`config.mk`:
```
export PLATFORM = sky130hd
export DESIGN_NAME = inst_queue
export DESIGN_NICKNAME = d
export VERILOG_FILES = /design/src/rtl/inst_queue.sv
export SDC_FILE = /design/constraint.sdc
export NUM_CORES = 1
export LEC_CHECK = 0
export BUFFER_PORTS_ARGS = -buffer_cell sky130_fd_sc_hd__buf_4
export CAP_MARGIN = 5
export CORE_UTILIZATION = 35
export CTS_CLUSTER_SIZE = 40
export DETAILED_ROUTE_END_ITERATION = 10
export RECOVER_POWER = 50
export SLEW_MARGIN = 25
export SYNTH_ARGS = -nofsm -noshare
export SYNTH_HDL_FRONTEND = slang
export SYNTH_SLANG_ARGS = --single-unit
```
`constraint.sdc`:
```
create_clock -name clk -period 9.5 [get_ports clk]
set_input_delay 0.475 -clock clk [delete_from_list [all_inputs] [get_ports clk]]
set_output_delay 0.475 -clock clk [all_outputs]
set_load 0.01 [all_outputs]
```
`src/rtl/inst_queue.sv`:
```
// Fetch-to-decode instruction queue: dual-slot push, single pop, single-cycle flush.
// Optional INST_QUEUE_BYPASS_EN forwards slot 0 straight to decode when the queue is empty.
module inst_queue #(
  parameter int unsigned DEPTH = 8
) (
  input  logic                         clk,
  input  logic                         resetn,
  input  logic                         flush,
  input  logic [1:0]                   fetch_valid,
  input  logic [31:0]                  fetch_pc0,
  input  logic [31:0]                  fetch_pc1,
  input  logic [31:0]                  fetch_inst0,
  input  logic [31:0]                  fetch_inst1,
  input  logic                         fetch_err0,
  input  logic                         fetch_err1,
  output logic                         fetch_ready,
  output logic                         out_valid,
  output logic [31:0]                  out_pc,
  output logic [31:0]                  out_inst,
  output logic                         out_err,
  input  logic                         out_ready,
  output logic [$clog2(DEPTH+1)-1:0]   count
);

  localparam int unsigned AW = $clog2(DEPTH);
  localparam int unsigned CW = $clog2(DEPTH+1);

  logic [31:0]   pc_q   [DEPTH];
  logic [31:0]   inst_q [DEPTH];
  logic          err_q  [DEPTH];
  logic [AW-1:0] head_q, head_d;
  logic [AW-1:0] tail_q, tail_d;
  logic [CW-1:0] count_q, count_d;

  logic [1:0]    valid_m;
  logic          push_ok;
  logic          byp;
  logic          byp_take;
  logic          pop;
  logic [1:0]    nwr;
  logic          nrd;
  logic          wr0_en, wr1_en;
  logic [AW-1:0] wr0_idx, wr1_idx;
  logic [31:0]   wr0_pc, wr0_inst;
  logic          wr0_err;

  always_comb begin
    valid_m     = (fetch_valid == 2'b10) ? 2'b00 : fetch_valid;
    fetch_ready = (CW'(DEPTH) - count_q) >= CW'(2);
    push_ok     = fetch_ready && (valid_m != 2'b00) && !flush;

`ifdef INST_QUEUE_BYPASS_EN
    byp = resetn && (count_q == '0) && valid_m[0] && fetch_ready && !flush;
`else
    byp = 1'b0;
`endif
    byp_take = byp && out_ready;

    out_valid = ((count_q != '0) && !flush) || byp;
    out_pc    = byp ? fetch_pc0   : pc_q[head_q];
    out_inst  = byp ? fetch_inst0 : inst_q[head_q];
    out_err   = byp ? fetch_err0  : err_q[head_q];
    pop       = out_valid && out_ready && !flush;

    wr0_en   = 1'b0;
    wr1_en   = 1'b0;
    wr0_idx  = tail_q;
    wr1_idx  = tail_q + AW'(1);
    wr0_pc   = fetch_pc0;
    wr0_inst = fetch_inst0;
    wr0_err  = fetch_err0;
    nwr      = 2'd0;
    // A bypassed slot 0 never enters storage, so slot 1 takes its place at tail.
    if (byp_take) begin
      wr0_en   = valid_m[1];
      wr0_pc   = fetch_pc1;
      wr0_inst = fetch_inst1;
      wr0_err  = fetch_err1;
      nwr      = {1'b0, valid_m[1]};
    end else if (push_ok) begin
      wr0_en = 1'b1;
      wr1_en = valid_m[1];
      nwr    = valid_m[1] ? 2'd2 : 2'd1;
    end
    nrd = pop && !byp_take;

    if (flush) begin
      head_d  = '0;
      tail_d  = '0;
      count_d = '0;
    end else begin
      head_d  = head_q + AW'(nrd);
      tail_d  = tail_q + AW'(nwr);
      count_d = count_q + CW'(nwr) - CW'(nrd);
    end
    count = count_q;
  end

  always_ff @(posedge clk or negedge resetn) begin
    if (!resetn) begin
      head_q  <= '0;
      tail_q  <= '0;
      count_q <= '0;
      for (int unsigned i = 0; i < DEPTH; i++) begin
        pc_q[i]   <= '0;
        inst_q[i] <= '0;
        err_q[i]  <= 1'b0;
      end
    end else begin
      head_q  <= head_d;
      tail_q  <= tail_d;
      count_q <= count_d;
      if (wr0_en && !flush) begin
        pc_q[wr0_idx]   <= wr0_pc;
        inst_q[wr0_idx] <= wr0_inst;
        err_q[wr0_idx]  <= wr0_err;
      end
      if (wr1_en && !flush) begin
        pc_q[wr1_idx]   <= fetch_pc1;
        inst_q[wr1_idx] <= fetch_inst1;
        err_q[wr1_idx]  <= fetch_err1;
      end
    end
  end

endmodule

```
## Word level (Yosys, flattened, before mapping)

Cells that the tools add are included.

- Muxes and demuxes: 37
- Equal/unequal tests: 1
- Reductions and logical operators: 12
- $add $sub $neg: 6
- Bitwise logic cells: 3
- Magnitude comparators: 6

Operator list:

| kind | number |
|---|---|
| bitwise mux 256 bit | 4 |
| two-way mux 256 bit | 4 |
| binary-select mux 32 bit (select 3 bit) | 2 |
| demux 32 bit (select 3 bit) | 2 |
| two-way mux 32 bit | 6 |
| bitwise mux 8 bit | 2 |
| two-way mux 8 bit | 2 |
| >= comparator 4 bit (second input constant) | 3 |
| NOT 3 -> 4 bit | 3 |
| logical AND 1 bit | 9 |
| less-than comparator 4 x 1 -> 1 bit (second input constant) | 2 |
| demux 1 bit (select 3 bit) | 2 |
| two-way mux 1 bit | 6 |
| two-way mux 2 bit | 3 |
| two-way mux 3 bit | 2 |
| adder 4 x 2 -> 4 bit | 1 |
| >= comparator 4 x 2 -> 1 bit (second input constant) | 1 |
| two-way mux 4 bit | 1 |
| nonzero test 4 bit | 1 |
| subtractor 4 x 1 -> 4 bit | 1 |
| subtractor 4 bit (first input constant) | 1 |
| adder 3 x 1 -> 3 bit | 1 |
| adder 3 x 1 -> 3 bit (second input constant) | 1 |
| adder 3 x 2 -> 3 bit | 1 |
| other kinds (4) | 4 |

- Input port bits: 136
- Word-level logic and storage cells: 92
- Register bits: 530
- Output and inout bits: 71

## Longest topological paths before layout

Gate-level depths: netlist (run 1).

- Depth in word-level cells: 10
- Depth in mapped cells: 17

## Worst setup path after synthesis (run 1)

OpenSTA, ideal clock, no wires.

- Path type: reg-to-reg
- Start: reg count_q[0] (netlist: count[0])
- End: reg count_q[3] (netlist: count[3])
- Cell stages (with the launch flop): 18
- Setup time: 0.132 ns
- Data required time: 9.368 ns
- Arrival time: 3.287 ns
- Setup slack: 6.082 ns
- Cell sequence: dfrtp_1 inv_1 ha_1 or4b_1 buf_2 nor2_2 buf_2 buf_2 buf_2 nor3_1 nand2_1 ha_1 inv_1 ha_1 a21o_1 a21oi_1 xnor2_1 nor2_1

- Cells in the longest elaborated chain, start to end: 8

Ends and longest elaborated chain:

| element | line | source |
|---|---|---|
| start, declared | 33 | `logic [CW-1:0] count_q, count_d;` |
| start signal, assigned | 112 | `count_q <= count_d;` |
| subtractor 4 bit | 49 | `fetch_ready = (CW'(DEPTH) - count_q) >= CW'(2);` |
| >= comparator 4 x 2 -> 1 bit | 49 |  |
| logical AND 1 bit (2 in a row) | 50 | `push_ok = fetch_ready && (valid_m != 2'b00) && !flush;` |
| two-way mux 2 bit | 80 | `end else if (push_ok) begin` |
| adder 4 x 2 -> 4 bit | 94 | `count_d = count_q + CW'(nwr) - CW'(nrd);` |
| subtractor 4 x 1 -> 4 bit * | 94 |  |
| two-way mux 4 bit * | 87 | `if (flush) begin` |
| net count_d[3] | 33 |  |

Mark *: on every way through the listed nets, which the timed path passes. The rest lies on a longest branch.

## Worst setup path after layout (run 1)

- Start: reg head_q[1]
- End: out out_inst[31]

- Cells in the longest elaborated chain, start to end: 4

Ends and longest elaborated chain:

| element | line | source |
|---|---|---|
| start, declared | 31 | `logic [AW-1:0] head_q, head_d;` |
| start signal, assigned | 101 | `head_q <= '0;` |
| start signal, assigned | 110 | `head_q <= head_d;` |
| NOT 3 -> 4 bit (not written as such) | 61 | `out_inst = byp ? fetch_inst0 : inst_q[head_q];` |
| binary-select mux 32 bit (select 3 bit) | 61 |  |
| two-way mux 32 bit (not written as such) (2 in a row) | 61 |  |
| end, declared | 19 | `output logic [31:0] out_inst,` |

No other way between the ends. The select of a mux whose other input is x is not followed.

==> metrics.md, run 1 <==
| Metric | Value |
|---|---|
| Reg2reg end | `pc_q[70]` |
| CTS H-Tree Depth | `3` |
| R2R Setup Slk | `3.35 ns` |
| Grt ovf | `0` |
| Syn nets | `3791` |
| Core Area | `98420 sq um` |
| Switching Fraction | `0.4270` |
| CP max-delay cell | `clkbuf_1` |
| Final setup TNS | `0 ns` |
| Seq pwr share | `0.327` |
| Worst Setup End Kind | `primary output` |
| RSZ-0062 raised after global routing | `no` |
| DRC Markers | `0` |
| FMAX | `144.5 MHz` |
| Die Y | `317.1 um` |
| Via density | `7.574` |
| Dpl cell area | `35760 sq um` |
| Die area | `100500 sq um` |
| Pin count of the biggest net entering global routing | `226` |
| Max Slew Vio Count | `278` |
| RD Place Congestion | `0.7741` |
| Fin area | `37930 sq um` |
| Top-count cell post-synth | `dfrtp_1` |
| Hold_buf cts | `1` |
| Drt first pass iters | `6` |
| CTS tree | `done` |
| Hold wc startpoint | `flush` |
| Total CTS buffers | `67` |
| Clk root buf | `clkbuf_16` |
| Antenna violations before repair | `18` |
| Row count | `115` |
| Nets@finish | `3455` |
| DP HPWL | `69080 um` |
| Final hold vios | `0` |
| Final setup violation count | `0` |
| Worst hold-check path type | `primary input to register` |
| Die Wd | `317.1 um` |
| Post-synth top area cell | `dfrtp_1` |
| Crit-path max cell delay | `2.77 ns` |
| Syn. warnings | `0` |
| Main synth FF type | `dfrtp_1` |
| CP Cell Sequence | `clkbuf_1 -> mux4_2 -> mux2_2 -> buf_4` |
| Vias in the first global route | `34340` |
| Layout cell share with drive strength beyond 1 | `0.1735` |
| Setup crit start kind | `register` |
| Slew headroom | `-2.424` |
| Delay-heaviest family, CP | `buffers and inverters` |
| Sw Pwr | `4.583 mW` |
| Share of the synthesized area in the top cell type | `0.3818` |
| Detail Route Antenna Nets | `0` |
| Status | `finished, violations left` |
| First-pass GRT wire length | `228200 um` |
| Total clock sinks | `530` |
| Max-cap violations | `6` |
| Post-CTS resize count | `0` |
| Setup Fix Bufs, Post-CTS | `0` |
| Clk pwr share | `0.241` |
| Worst-Skew Late Latency | `0.62 ns` |
| Worst vdd ir | `0.3790 mV` |
| Cell variety after synth | `42` |
| Synthesized instance count | `3641` |
| Reg2reg path depth | `8` |
| Gate power share | `0.432` |
| Wire length per cell | `32.61 um` |
| Initial Util | `0.3530` |
| FF+latch count, synth | `530` |
| Clock Tree Buf Depth | `3` |
| Synthesized area | `34740 sq um` |
| Initial DRC count | `5116` |
| Critical path class | `register to primary output` |
| Synth cell count leaders | `dfrtp_1 (530), nor3_1 (521), a31oi_1 (520), o41ai_1 (520), nand4_1 (390)` |
| PwrDens | `283.0 nW/um^2` |
| Int Pwr | `6.150 mW` |
| Area grow syn2layout | `9.177%` |
| Async SR Flop Fraction | `1.000` |
| Largest cells by area after synthesis | `dfrtp_1 (38%), o41ai_1 (13%), a31oi_1 (9.4%), mux4_2 (8.4%), nor3_1 (7.5%)` |
| Post-synth EDFFs | `0` |
| Vias | `35219` |
| Seq/Total Area, Yosys | `0.3818` |
| Clock skew | `0.02289 ns` |
| Least-Margin Pin Slew | `5.136 ns` |
| Hold Path Sink | `count[2]` |
| Crit path buf inv count | `2` |
| Clock transition at path regs | `0.06 ns` |
| # IOs | `207` |
| Total wire length | `151600 um` |
| FILL cells | `9739` |
| Critical path data required time | `9.03 ns` |
| Mean post-synth cell area | `9.542 sq um` |
| Hold path depth | `2` |
| Static leakage | `12.72 nW` |
| R2r startpoint | `count[0]` |
| I/O Buffers | `206` |
| Post-layout min period | `6.918 ns` |
| Gr usage total | `0.2924` |
| Failing checks | `max-capacitance violations, max-slew violations` |
| Worst-path maximum fanout | `46` |
| Critical path data arrival time | `6.44 ns` |
| Fin crit share | `0.7282` |
-- final cells by class --
| cell class | instances | area, sq um | share of cell area |
|---|---|---|---|
| Inverter | 13 | 56.30 | 0.001484 |
| Clock inverter | 11 | 145.1 | 0.003827 |
| Clock buffer | 102 | 2012 | 0.05304 |
| Timing Repair Buffer | 280 | 2273 | 0.05994 |
| Sequential cell | 530 | 13270 | 0.3499 |
| Tap cell | 1287 | 1610 | 0.04246 |
| Multi-Input combinational cell | 2413 | 18530 | 0.4885 |
| Antenna cell | 14 | 35.03 | 0.0009237 |
-- layer usage --
metal / vias to the layer above / GRT usage / wire length (um)
met3: 401 / 0.06782 / 16870
met4: 8 / 0.1410 / 5655
met1: 17703 / 0.3953 / 58600
met2: 2613 / 0.4399 / 70460
li1: 14494 / - / -
met5: - / 0 / 47
-- power groups by stage --
stage	combinational, mW	clock (mW)	sequential (mW)
global route	4.90	2.69	3.58
floorplan	3.38	0	3.32
finish	4.64	2.59	3.51
detailed placement	4.57	0	3.50
global placement	4.51	0	3.50
CTS	4.56	2.61	3.48
-- worst max path at each step --
stage	from	endpoint	slack [ns]	depth (start not counted)
final	head_q[1]	out_inst[31]	2.58	4
after floorplan	count[0]	count[3]	6.08	17
after detailed placement	count[0]	pc_q[70]	4.93	8
after global routing	head_q[1]	out_inst[31]	2.65	4
after global placement	count[0]	pc_q[70]	5.03	8
after CTS	head_q[0]	out_err	4.77	5
-- through the flow --
stage          hold slack (ns)  power, mW  instances    util  worst slack, ns
6_report                0.1775      10.73       4650  0.3854            2.582
5_1_grt                 0.1771      11.16       4649  0.3854            2.649
4_1_cts                 0.1599      10.65       4635  0.3853            4.774
3_5_place_dp            0.5328      8.072       4521  0.3633            4.932
3_3_place_gp            0.5265      8.008       4519  0.3628            5.033
2_1_floorplan           0.1794      6.702       3641       -            6.082
-- kinds of logic (layout without fill, tap and decap cells) --
logic type | count (synthesis) | count (layout) | synth area share
multiplexers | 195 | 195 | 0.1053
flip-flops | 530 | 530 | 0.3818
AO/OA/AOI/OAI | 1050 | 1050 | 0.2278
AND/OR/NAND/NOR | 1148 | 1148 | 0.1883
XOR/XNOR | 6 | 6 | 0.001513
other | 0 | 14 | 0
adder cells (fa/ha/maj) | 14 | 14 | 0.005474
buffers and inverters | 698 | 406 | 0.08975
-- layout by cell type, fill, tap and decap left out, types with 3 or more instances in the layout --
cell type	instances
nor2b_1	5
mux2_2	55
or2_4	8
or4_1	130
clkbuf_1	27
buf_12	14
nor2_1	7
nor3_1	521
clkinv_2	4
xnor2_1	4
nand4_1	390
clkinv_8	3
diode_2	14
ha_1	12
nand2_1	66
nor2_4	6
mux2_1	10
a31oi_1	520
o41ai_1	520
buf_4	253
o211ai_4	4
dfrtp_1	528
inv_1	12
clkbuf_8	14
clkbuf_16	70
mux4_2	130
-- worst reg2reg max path: stages, from the launching register on --
cell and delay (ns):
dfrtp_1 0.43, inv_1 0.09, ha_1 0.31, or4b_1 0.73
nor2_1 2.23, buf_4 0.90, buf_4 0.86, or4_1 0.35
a31oi_1 0.09
-- state kept, by name, indices dropped and copies added, names as in the netlist --
register  cells
inst_q      256
head_q        3
tail_q        3
pc_q        256
err_q         8
count         4
Power figures use the tool's default switching activity.
==> run 2, diff against run 1 <==
ABC_AREA = 1   (was not set)
clock period = 6.37 ns   (was 9.5 ns; I/O delays follow)
==> metrics.md, run 2 <==
| Metric | Value |
|---|---|
| FF+latch count, synth | `530` |
| Die Wd | `330.3 um` |
| CTS tree | `done` |
| Total wire length | `152100 um` |
| Vias | `40804` |
| Crit path buf inv count | `2` |
| Cell variety after synth | `26` |
| I/O Buffers | `206` |
| Critical path data required time | `6.92 ns` |
| Gr usage total | `0.2730` |
| Clk root buf | `clkbuf_16` |
| Max-cap violations | `2` |
| Syn. warnings | `0` |
| Die area | `109100 sq um` |
| Vias in the first global route | `37800` |
| Synth cell count leaders | `nor2_1 (1976), nand2_1 (1766), o21ai_0 (650)` |
| Status | `finished, violations left` |
| Mean post-synth cell area | `6.002 sq um` |
| Worst hold-check path type | `primary input to register` |
| Via density | `5.428` |
| Design Power | `17.10 mW` |
| Area grow syn2layout | `10.10%` |
| PwrDens | `411.8 nW/um^2` |
| Worst Setup End Kind | `register` |
| Slew headroom | `-1.058` |
| Clock transition at path regs | `0.06 ns` |
| Fin crit share | `0.7063` |
| Final setup violation count | `0` |
| Antenna violations before repair | `10` |
| Top-count cell post-synth | `nor2_1` |
| DRC Markers | `0` |
| Final setup TNS | `0 ns` |
| Syn nets | `6434` |
| Seq/Total Area, Yosys | `0.3517` |
| CP max-delay cell | `nand2_1` |
| Top flop regs | `inst_q (256), pc_q (256), err_q (8)` |
| Setup crit start kind | `register` |
| Wire length per cell | `20.23 um` |
| Post-layout min period | `4.499 ns` |
| # IOs | `207` |
| Worst-path maximum fanout | `86` |
| Dpl cell area | `39310 sq um` |
| Initial Util | `0.3528` |
| Main synth FF type | `dfrtp_1` |
| Async SR Flop Fraction | `1.000` |
| Grt ovf | `0` |
| Final hold vios | `0` |
| Hold_buf cts | `13` |
| R2R Setup Slk | `1.87 ns` |
| RD Place Congestion | `0.8008` |
| Post-synth EDFFs | `0` |
| Synthesized area | `37710 sq um` |
| Critical path data arrival time | `5.04 ns` |
| FMAX | `222.3 MHz` |
| Post-synth top area cell | `dfrtp_1` |
| Delay-heaviest family, CP | `simple AND/OR/NAND/NOR gates` |
| Fin area | `41520 sq um` |
| Most frequent cells in the layout | `nor2_1 (1972), nand2_1 (1765), o21ai_0 (650)` |
| Detail Route Antenna Nets | `0` |
| Worst vdd ir | `0.7543 mV` |
| Clock Tree Buf Depth | `3` |
| Total CTS buffers | `68` |
| Layout cell share with drive strength beyond 1 | `0.06249` |
| Commonest non-fill, non-tap cell in the layout | `nor2_1` |
| Post-CTS resize count | `0` |
| CP Cell Sequence | `inv_1 -> ha_1 -> nor2_1 -> nand2_1 -> nor2_1 -> nand3_4 -> nand2_1 -> buf_4 -> nand2_1 -> nand2_1 -> nor2_1 -> nor2_1` |
| Pin count of the biggest net entering global routing | `219` |
| Least-Margin Pin Slew | `3.087 ns` |
| Largest cells by area after synthesis | `dfrtp_1 (35%), nor2_1 (20%), nand2_1 (18%), o21ai_0 (8.6%), nand3_1 (7.0%)` |
| Setup Fix Bufs, Post-CTS | `0` |
| Initial DRC count | `4671` |
| Row count | `120` |
| DP HPWL | `78160 um` |
| Critical path class | `register to register` |
| Core Area | `106900 sq um` |
| Nets@finish | `6224` |
| Die Y | `330.3 um` |
| Static leakage | `21.34 nW` |
| Failing checks | `max-capacitance violations, max-slew violations` |
| Share of the synthesized area in the top cell type | `0.3517` |
| Worst-Skew Late Latency | `0.63 ns` |
| First-pass GRT wire length | `231700 um` |
| Total clock sinks | `530` |
| Crit-path max cell delay | `1.32 ns` |
| Max Slew Vio Count | `155` |
| Synthesized instance count | `6284` |
| Clock skew | `0.02791 ns` |
| RSZ-0062 raised after global routing | `no` |
| CTS H-Tree Depth | `3` |
| Drt first pass iters | `6` |
-- run 2: cell count changes in the layout (fill, tap and decap cells not counted), sizes merged, moves of 65 or more --
cell   delta
o21ai   +650
inv      +84
nand3   +533
o32ai   +130
nand2  +1701
nor3    -523
mux2     -65
o41ai   -520
mux4    -130
nor2   +1969
nand4   -382
a31oi   -520
or4     -130
-- run 2: logic make-up (layout without fill, tap and decap cells) --
group	count (synthesis)	count (layout)	share of synthesized area
xor gates and xnor gates	3	3	0.0006968
adders and majority gates	14	14	0.005043
buffers and inverters	662	491	0.07896
and+or+nand+nor	4292	4292	0.4468
other	0	2	0
AOI/OAI and AO/OA	783	783	0.1168
DFF	530	530	0.3517
-- run 2: stage by stage --
step	setup WS, ns	hold WS (ns)	util	instances
floorplan	3.514	0.02291	-	6284
global placement	2.698	0.3884	0.3673	7391
detailed placement	2.633	0.3936	0.3677	7393
CTS	2.086	0.00005534	0.3886	7515
global route	1.298	0.02653	0.3884	7517
finish	1.871	0.02243	0.3884	7518
-- run 2: final timing paths --
check                              end  depth (start not counted)           from
min in group asynchronous    pc_q[117]                          2         resetn
setup / recovery           inst_q[119]                         12       count[0]
hold reg to reg              pc_q[111]                          4      pc_q[111]
max in group asynchronous     pc_q[54]                          4         resetn
hold / removal                pc_q[85]                          3  fetch_pc1[21]
setup reg to reg           inst_q[119]                         12       count[0]
-- run 2: layout make-up --
class,instances,area [sq um]
fillers,11465,65380
flip-flops and latches,530,13270
well taps,1403,1755
repair buffers,286,2391
clock buffers,102,2013
diodes,2,5.005
inverters,96,370.4
multi-input cells,5092,21620
clock inverters,7,92.59
-- run 2: where the power goes --
part           total (mW)  internal [mW]  leakage, nW  switching, mW
Sequential           5.44           4.51         7.04          0.927
Clock                3.82           2.24         1.03           1.58
Combinational        7.84           2.62         13.3           5.22
-- run 2: routing by layer --
metal  part of all wire  up-vias  track usage
met2               0.45     1941       0.4355
met5            0.00059        -            0
met1               0.43    19053       0.3752
met4              0.028       14      0.08345
met3              0.094      285      0.04750
li1                   -    19511            -
-- run 2: worst min-delay path, cell delays in order --
cell,delay (ns)
buf_4,0.14
nor2_1,0.06
nor2_1,0.09
